--- src/rtl/puzzle_pkg.sv ---
// Shared types and constants for the 8-puzzle move sequencer and its ALU.
// The opcode values must match the ALU's own decode.
package puzzle_pkg;

  localparam int TILE_W  = 4;
  localparam int BOARD_W = 36;
  localparam int NUM_POS = 9;

  typedef enum logic [3:0] {
    OP_NOP      = 4'd0,
    OP_TO_UP    = 4'd1,
    OP_TO_DOWN  = 4'd2,
    OP_TO_LEFT  = 4'd3,
    OP_TO_RIGHT = 4'd4
  } alu_op_e;

  typedef enum logic [1:0] {
    DIR_UP    = 2'd0,
    DIR_DOWN  = 2'd1,
    DIR_LEFT  = 2'd2,
    DIR_RIGHT = 2'd3
  } dir_e;

  typedef enum logic [1:0] {
    S_IDLE  = 2'd0,
    S_WAIT  = 2'd1,
    S_EXEC  = 2'd2,
    S_CHECK = 2'd3
  } state_e;

  function automatic alu_op_e dir_to_op(input dir_e dir);
    case (dir)
      DIR_UP:   return OP_TO_UP;
      DIR_DOWN: return OP_TO_DOWN;
      DIR_LEFT: return OP_TO_LEFT;
      default:  return OP_TO_RIGHT;
    endcase
  endfunction

endpackage

--- src/rtl/move_legal_chk.sv ---
// Combinational legality check for moving the blank one step on the 3x3 grid.
// Kept standalone so a future solver can share it.
module move_legal_chk
  import puzzle_pkg::*;
(
  input  logic [TILE_W-1:0] pos,
  input  dir_e              dir,
  output logic              legal
);

  always_comb begin
    case (dir)
      DIR_UP:   legal = (pos >= 4'd3);
      DIR_DOWN: legal = (pos <= 4'd5);
      DIR_LEFT: legal = ((pos % 4'd3) != 4'd0);
      default:  legal = ((pos % 4'd3) != 4'd2);
    endcase
  end

endmodule

--- src/rtl/puzzle_move_ctrl.sv ---
// Board/blank holder and move sequencer: loads a board, validates each move,
// drives the tile-swap ALU for legal ones and tracks solved/limit status.
module puzzle_move_ctrl
  import puzzle_pkg::*;
#(
  parameter int                 MAX_MOVES = 31,
  parameter logic [BOARD_W-1:0] GOAL      = 36'h123456780
) (
  input  logic                             clk,
  input  logic                             rst_n,
  input  logic                             load_valid,
  output logic                             load_ready,
  input  logic [BOARD_W-1:0]               load_board,
  input  logic [TILE_W-1:0]                load_blank,
  input  logic                             mv_valid,
  output logic                             mv_ready,
  input  logic [1:0]                       mv_dir,
  output logic [3:0]                       alu_op,
  output logic [TILE_W-1:0]                alu_pos,
  output logic [BOARD_W-1:0]               alu_board,
  input  logic [BOARD_W-1:0]               alu_res_board,
  input  logic [TILE_W-1:0]                alu_res_pos,
  output logic [BOARD_W-1:0]               board,
  output logic [TILE_W-1:0]                blank,
  output logic [$clog2(MAX_MOVES+1)-1:0]   move_cnt,
  output logic                             solved,
  output logic                             limit,
  output logic                             illegal,
  output logic                             load_err
);

  localparam int CW = $clog2(MAX_MOVES + 1);

  state_e               state_q, state_d;
  logic [BOARD_W-1:0]   board_q, board_d;
  logic [TILE_W-1:0]    blank_q, blank_d;
  logic [CW-1:0]        cnt_q, cnt_d;
  logic                 solved_q, solved_d;
  logic                 limit_q, limit_d;
  dir_e                 dir_q, dir_d;
  logic                 illegal_q, illegal_d;
  logic                 load_err_q, load_err_d;
  alu_op_e              alu_op_w;
  logic                 mv_legal;

  move_legal_chk u_legal (
    .pos   (blank_q),
    .dir   (dir_q),
    .legal (mv_legal)
  );

  // NOTE: every always_comb output gets a default first so no path can infer a latch.
  always_comb begin
    state_d    = state_q;
    board_d    = board_q;
    blank_d    = blank_q;
    cnt_d      = cnt_q;
    solved_d   = solved_q;
    limit_d    = limit_q;
    dir_d      = dir_q;
    illegal_d  = 1'b0;
    load_err_d = 1'b0;
    alu_op_w   = OP_NOP;
    load_ready = (state_q == S_IDLE) || (state_q == S_WAIT);
    // A pending load always pre-empts a move in the same cycle.
    mv_ready   = (state_q == S_WAIT) && !solved_q && !limit_q && !load_valid;

    case (state_q)
      S_IDLE, S_WAIT: begin
        if (load_valid) begin
          if (load_blank <= 4'(NUM_POS - 1)) begin
            board_d  = load_board;
            blank_d  = load_blank;
            cnt_d    = '0;
            solved_d = 1'b0;
            limit_d  = 1'b0;
            state_d  = S_CHECK;
          end else begin
            load_err_d = 1'b1;
          end
        end else if (mv_valid && mv_ready) begin
          dir_d   = dir_e'(mv_dir);
          state_d = S_EXEC;
        end
      end
      S_EXEC: begin
        if (mv_legal) begin
          alu_op_w = dir_to_op(dir_q);
          board_d  = alu_res_board;
          blank_d  = alu_res_pos;
          if (cnt_q != CW'(MAX_MOVES)) cnt_d = cnt_q + CW'(1);
          state_d  = S_CHECK;
        end else begin
          illegal_d = 1'b1;
          state_d   = S_WAIT;
        end
      end
      S_CHECK: begin
        solved_d = (board_q == GOAL);
        limit_d  = (cnt_q == CW'(MAX_MOVES));
        state_d  = S_WAIT;
      end
      default: state_d = S_IDLE;
    endcase
  end

  // NOTE: state flops use non-blocking assignments so every flop samples pre-edge values.
  always_ff @(posedge clk or negedge rst_n) begin
    if (!rst_n) begin
      state_q    <= S_IDLE;
      board_q    <= '0;
      blank_q    <= '0;
      cnt_q      <= '0;
      solved_q   <= 1'b0;
      limit_q    <= 1'b0;
      dir_q      <= DIR_UP;
      illegal_q  <= 1'b0;
      load_err_q <= 1'b0;
    end else begin
      state_q    <= state_d;
      board_q    <= board_d;
      blank_q    <= blank_d;
      cnt_q      <= cnt_d;
      solved_q   <= solved_d;
      limit_q    <= limit_d;
      dir_q      <= dir_d;
      illegal_q  <= illegal_d;
      load_err_q <= load_err_d;
    end
  end

  assign alu_op    = alu_op_w;
  assign alu_pos   = blank_q;
  assign alu_board = board_q;
  assign board     = board_q;
  assign blank     = blank_q;
  assign move_cnt  = cnt_q;
  assign solved    = solved_q;
  assign limit     = limit_q;
  assign illegal   = illegal_q;
  assign load_err  = load_err_q;

endmodule

--- config.mk ---
export PLATFORM = sky130hd
export DESIGN_NAME = puzzle_move_ctrl
export DESIGN_NICKNAME = d
export VERILOG_FILES = /design/src/rtl/puzzle_pkg.sv /design/src/rtl/move_legal_chk.sv /design/src/rtl/puzzle_move_ctrl.sv
export SDC_FILE = /design/constraint.sdc
export NUM_CORES = 1
export LEC_CHECK = 0
export BUFFER_PORTS_ARGS = -buffer_cell sky130_fd_sc_hd__buf_2
export CAP_MARGIN = 20
export CORE_UTILIZATION = 46
export DETAILED_ROUTE_END_ITERATION = 8
export GPL_TIMING_DRIVEN = 0
export PLACE_DENSITY = 0.85
export SLEW_MARGIN = 30
export SYNTH_ARGS = -nofsm -noshare
export SYNTH_HDL_FRONTEND = slang
export SYNTH_SLANG_ARGS = --single-unit
--- constraint.sdc ---
create_clock -name clk -period 4.7 [get_ports clk]
set_input_delay 0.94 -clock clk [delete_from_list [all_inputs] [get_ports clk]]
set_output_delay 0.94 -clock clk [all_outputs]
set_load 0.005 [all_outputs]
==> Flow_metrics.wiki <==
{| class="wikitable"
! Metric !! Value
|-
| Peak fanout along the critical path || 11
|-
| Drt first-iter violations || 170
|-
| Final ANT Viol Nets || 0
|-
| Count of different cell masters after synthesis || 55
|-
| CTS tree || built
|-
| DRT Wirelength || 10600 um
|-
| Number of global-route vias before repair || ~3300
|-
| Worst hold path class || register to register
|-
| Die boundary width || 89.7 um
|-
| Share of async-settable or async-resettable flops after synthesis || 1.00
|-
| IO Count || 181
|-
| Number of enable flip-flop cells after synthesis || 0
|-
| DRC errors left || 0
|-
| Critical Path AT || ~3.5 ns
|-
| Via count || 3643
|-
| Post-detailed-route via-to-cell ratio || 5.36
|-
| Area fraction of the dominant cell type after synthesis || 0.375
|-
| Clock latency at the later pin of the worst-skew pair || 0.31 ns
|-
| Seq/Total Area, Yosys || 0.375
|-
| Number of buffers on the longest clock path || 2
|-
| Average wire length per cell after detail routing || ~16 um
|-
| Overall fraction of global-route tracks in use || 0.261
|-
| Result of the run || finished clean
|-
| Cts-stage hold buffer count || 0
|-
| Most frequent cells after synthesis || dfrtp_1, nand2_1, o21ai_0
|-
| Antenna violations before repair || 0
|-
| Cell type with the largest total area after synthesis || dfrtp_1
|-
| Final Hold Fails || 0
|-
| Number of detailed-routing iterations run before antenna repair || 5
|-
| Setup Crit Path Kind || register to primary output
|-
| Area inside the core boundary || 7330 um^2
|-
| Sum Neg Setup Slack || 0 ns
|-
| Share of layout cells above drive strength 1 || 0.439
|-
| Clk sinks || 53
|-
| Minimum clock period || 4.47 ns
|-
| Pwr per Cell Area || approximately 640 nW/um^2
|-
| Required time at the endpoint of the critical path || 3.76 ns
|-
| Leakage power total || about 2.4 nW
|-
| Initial core utilization || 0.482
|-
| Gate count after technology mapping || 391
|-
| Overall die area || between 8000 and 9000 um^2
|-
| Tcrit/Tclk final || 0.951
|-
| Dominant cells by area after synthesis || dfrtp_1, o221a_1, buf_4, o21ai_0, nand2_1
|-
| Detailed placer's ending HPWL || 8180 um
|-
| Prevailing post-synth register cell || dfrtp_1
|-
| Number of nets in the layout || about 680
|-
| Actual transition at the worst max-transition pin || 0.669 ns
|-
| Element type at the critical path end || primary output
|-
| Routability congestion estimate from global placement || 0.804
|-
| Post-Syn Area || roughly 3500 um^2
|-
| Clock skew after layout || ~0.014 ns
|-
| Vertical die dimension || 89.7 um
|-
| CP Cell Sequence || nor2b_1 > ha_1 > inv_1 > ha_2 > or2_1 > a21bo_1 > ha_1 > o21ba_1 > o211ai_1 > a221o_1 > o21a_1 > a211oi_4 > nor3_4 > and3_1 > buf_2
|-
| Most frequently used cell type in the post-synthesis netlist || dfrtp_1
|-
| Sum of internal, switching and leakage power || 3.05 mW
|-
| Slew Limit Headroom || 0.554
|-
| Setup repair after global routing missed its margin || false
|-
| Total number of yosys warnings || 0
|-
| Post-route worst hold slack || 0.556 ns
|-
| Clock tree root buffer cell || clkbuf_8
|-
| Total grt overflow || 0
|-
| Number of nets produced by synthesis || just under 500
|-
| Final setup violation count || 0
|-
| TritonCTS buffer count || 5
|-
| Crit-path slowest cell || dfrtp_2
|-
| Max Slew Vio Count || 0
|-
| Most Frequent Cell on Critical Path || ha_1
|-
| Delay of the slowest cell on the worst path || approximately 0.48 ns
|-
| Layout-stage area growth over the synthesis result || 34.1%
|-
| Maximum achievable frequency || 224 MHz
|-
| Maximum VDD drop || 0.000306 V
|-
| Pin count of the biggest net entering global routing || 54
|-
| Antenna diodes || 0
|-
| Global-route wire length before repair || 15600 um
|-
| Yosys reg bits || 53
|-
| Clk pin slew, worst setup/hold paths || ~0.1 ns
|-
| Core Rows || 31
|-
| Number of H-tree levels || 2
|-
| Synthesized area per cell || 9.04 um^2
|-
| Total of max-cap violations || 0
|-
| Critical path startpoint category || register
|-
| Count of input and output buffers || approximately 180
|}
-- metrics by stage --
| step | worst slack, ns | instance area (um^2) | utilization | instances |
|---|---|---|---|---|
| floorplan | 0.730 | 3540 | - | 391 |
| global placement | 0.350 | 4560 | 0.621 | 669 |
| detailed placement | 0.219 | 4560 | 0.622 | 669 |
| CTS | 0.0327 | 4710 | 0.643 | 677 |
| global route | 0.00869 | 4740 | 0.647 | 680 |
| finish | 0.233 | 4740 | 0.647 | 680 |
-- kinds of logic (layout without fill, tap and decap cells) --
group | after synthesis | count (layout) | share of synthesized area
flip-flops | 53 | 53 | 0.375
XOR/XNOR | 1 | 1 | 0.00248
adder cells (fa/ha/maj) | 9 | 9 | 0.0318
buffers and inverters | 74 | 264 | 0.132
AND/OR/NAND/NOR | 136 | 136 | 0.185
other | 1 | 1 | 0.00106
multiplexers | 4 | 4 | 0.0124
AO/OA/AOI/OAI | 113 | 113 | 0.260
-- flip-flops by register name, indices dropped and copies added, names as in the netlist --
signal	flops
alu_board	36
alu_pos	4
dir_q	2
illegal	1
limit	1
load_err	1
move_cnt	5
solved	1
state_q	2
-- final cells by class --
cell class,count,area [um^2]
Fill cell,639,2590
Inverter,9,33.8
Timing Repair Buffer,182,921
Buffer,65,434
Clock inverter,3,65.1
Multi-Input combinational cell,264,1770
Tap cell,99,124
Clock buffer,5,68.8
Sequential cell,53,1330
-- report_power, final --
group / internal (mW) / total (mW) / leakage (nW) / switching (mW)
Combinational: 0.952 / 1.77 / 1.67 / 0.822
Clock: 0.212 / 0.367 / 0.0681 / 0.155
Sequential: 0.637 / 0.905 / 0.660 / 0.268
-- per-layer routing --
| layer | GRT usage | wire length (um) |
|---|---|---|
| met1 | 0.338 | 4350 |
| met2 | 0.456 | 5430 |
| met3 | 0.0384 | 646 |
| met4 | 0.0678 | 132 |
| met5 | 0 | 0 |
-- worst max-delay path: cells and delay by family, from the launching register on --
| kind | cells | cell delay [ns] |
|---|---|---|
| buffers and inverters | 2 | 0.17 |
| flip-flops | 1 | 0.48 |
| AND/OR/NAND/NOR | 4 | 0.58 |
| AO/OA/AOI/OAI | 6 | 1.35 |
| adder cells (fa/ha/maj) | 3 | 0.62 |
-- layout by cell type (no fill, tap or decap), types with 4 or more instances in the layout --
cell	count
buf_2	183
dfrtp_1	51
nand2_1	50
buf_4	45
o21ai_0	43
nor2_1	42
o221a_1	41
clkbuf_1	14
inv_1	9
ha_1	8
nand2b_1	7
nand3_1	5
clkbuf_8	5
o211ai_1	4
nor3_1	4
buf_6	4
-- final timing paths --
path,startpoint,to,slack [ns],cells after the start
setup / recovery,alu_pos[2],alu_op[1],0.23,15
hold / removal,limit,limit,0.56,2
setup reg to reg,alu_pos[2],alu_board[26],0.90,16
hold reg to reg,limit,limit,0.56,2
max in group asynchronous,rst_n,alu_pos[2],3.56,1
min in group asynchronous,rst_n,alu_board[11],0.65,1
-- repair_timing --
action                     in CTS  in global routing
pin swaps                       0                  2
cloned                          0                  0
setup endpoints to repair       1                  2
resized for setup               5                  2
buffers inserted                0                  3
(Power assumes the default switching activity.)
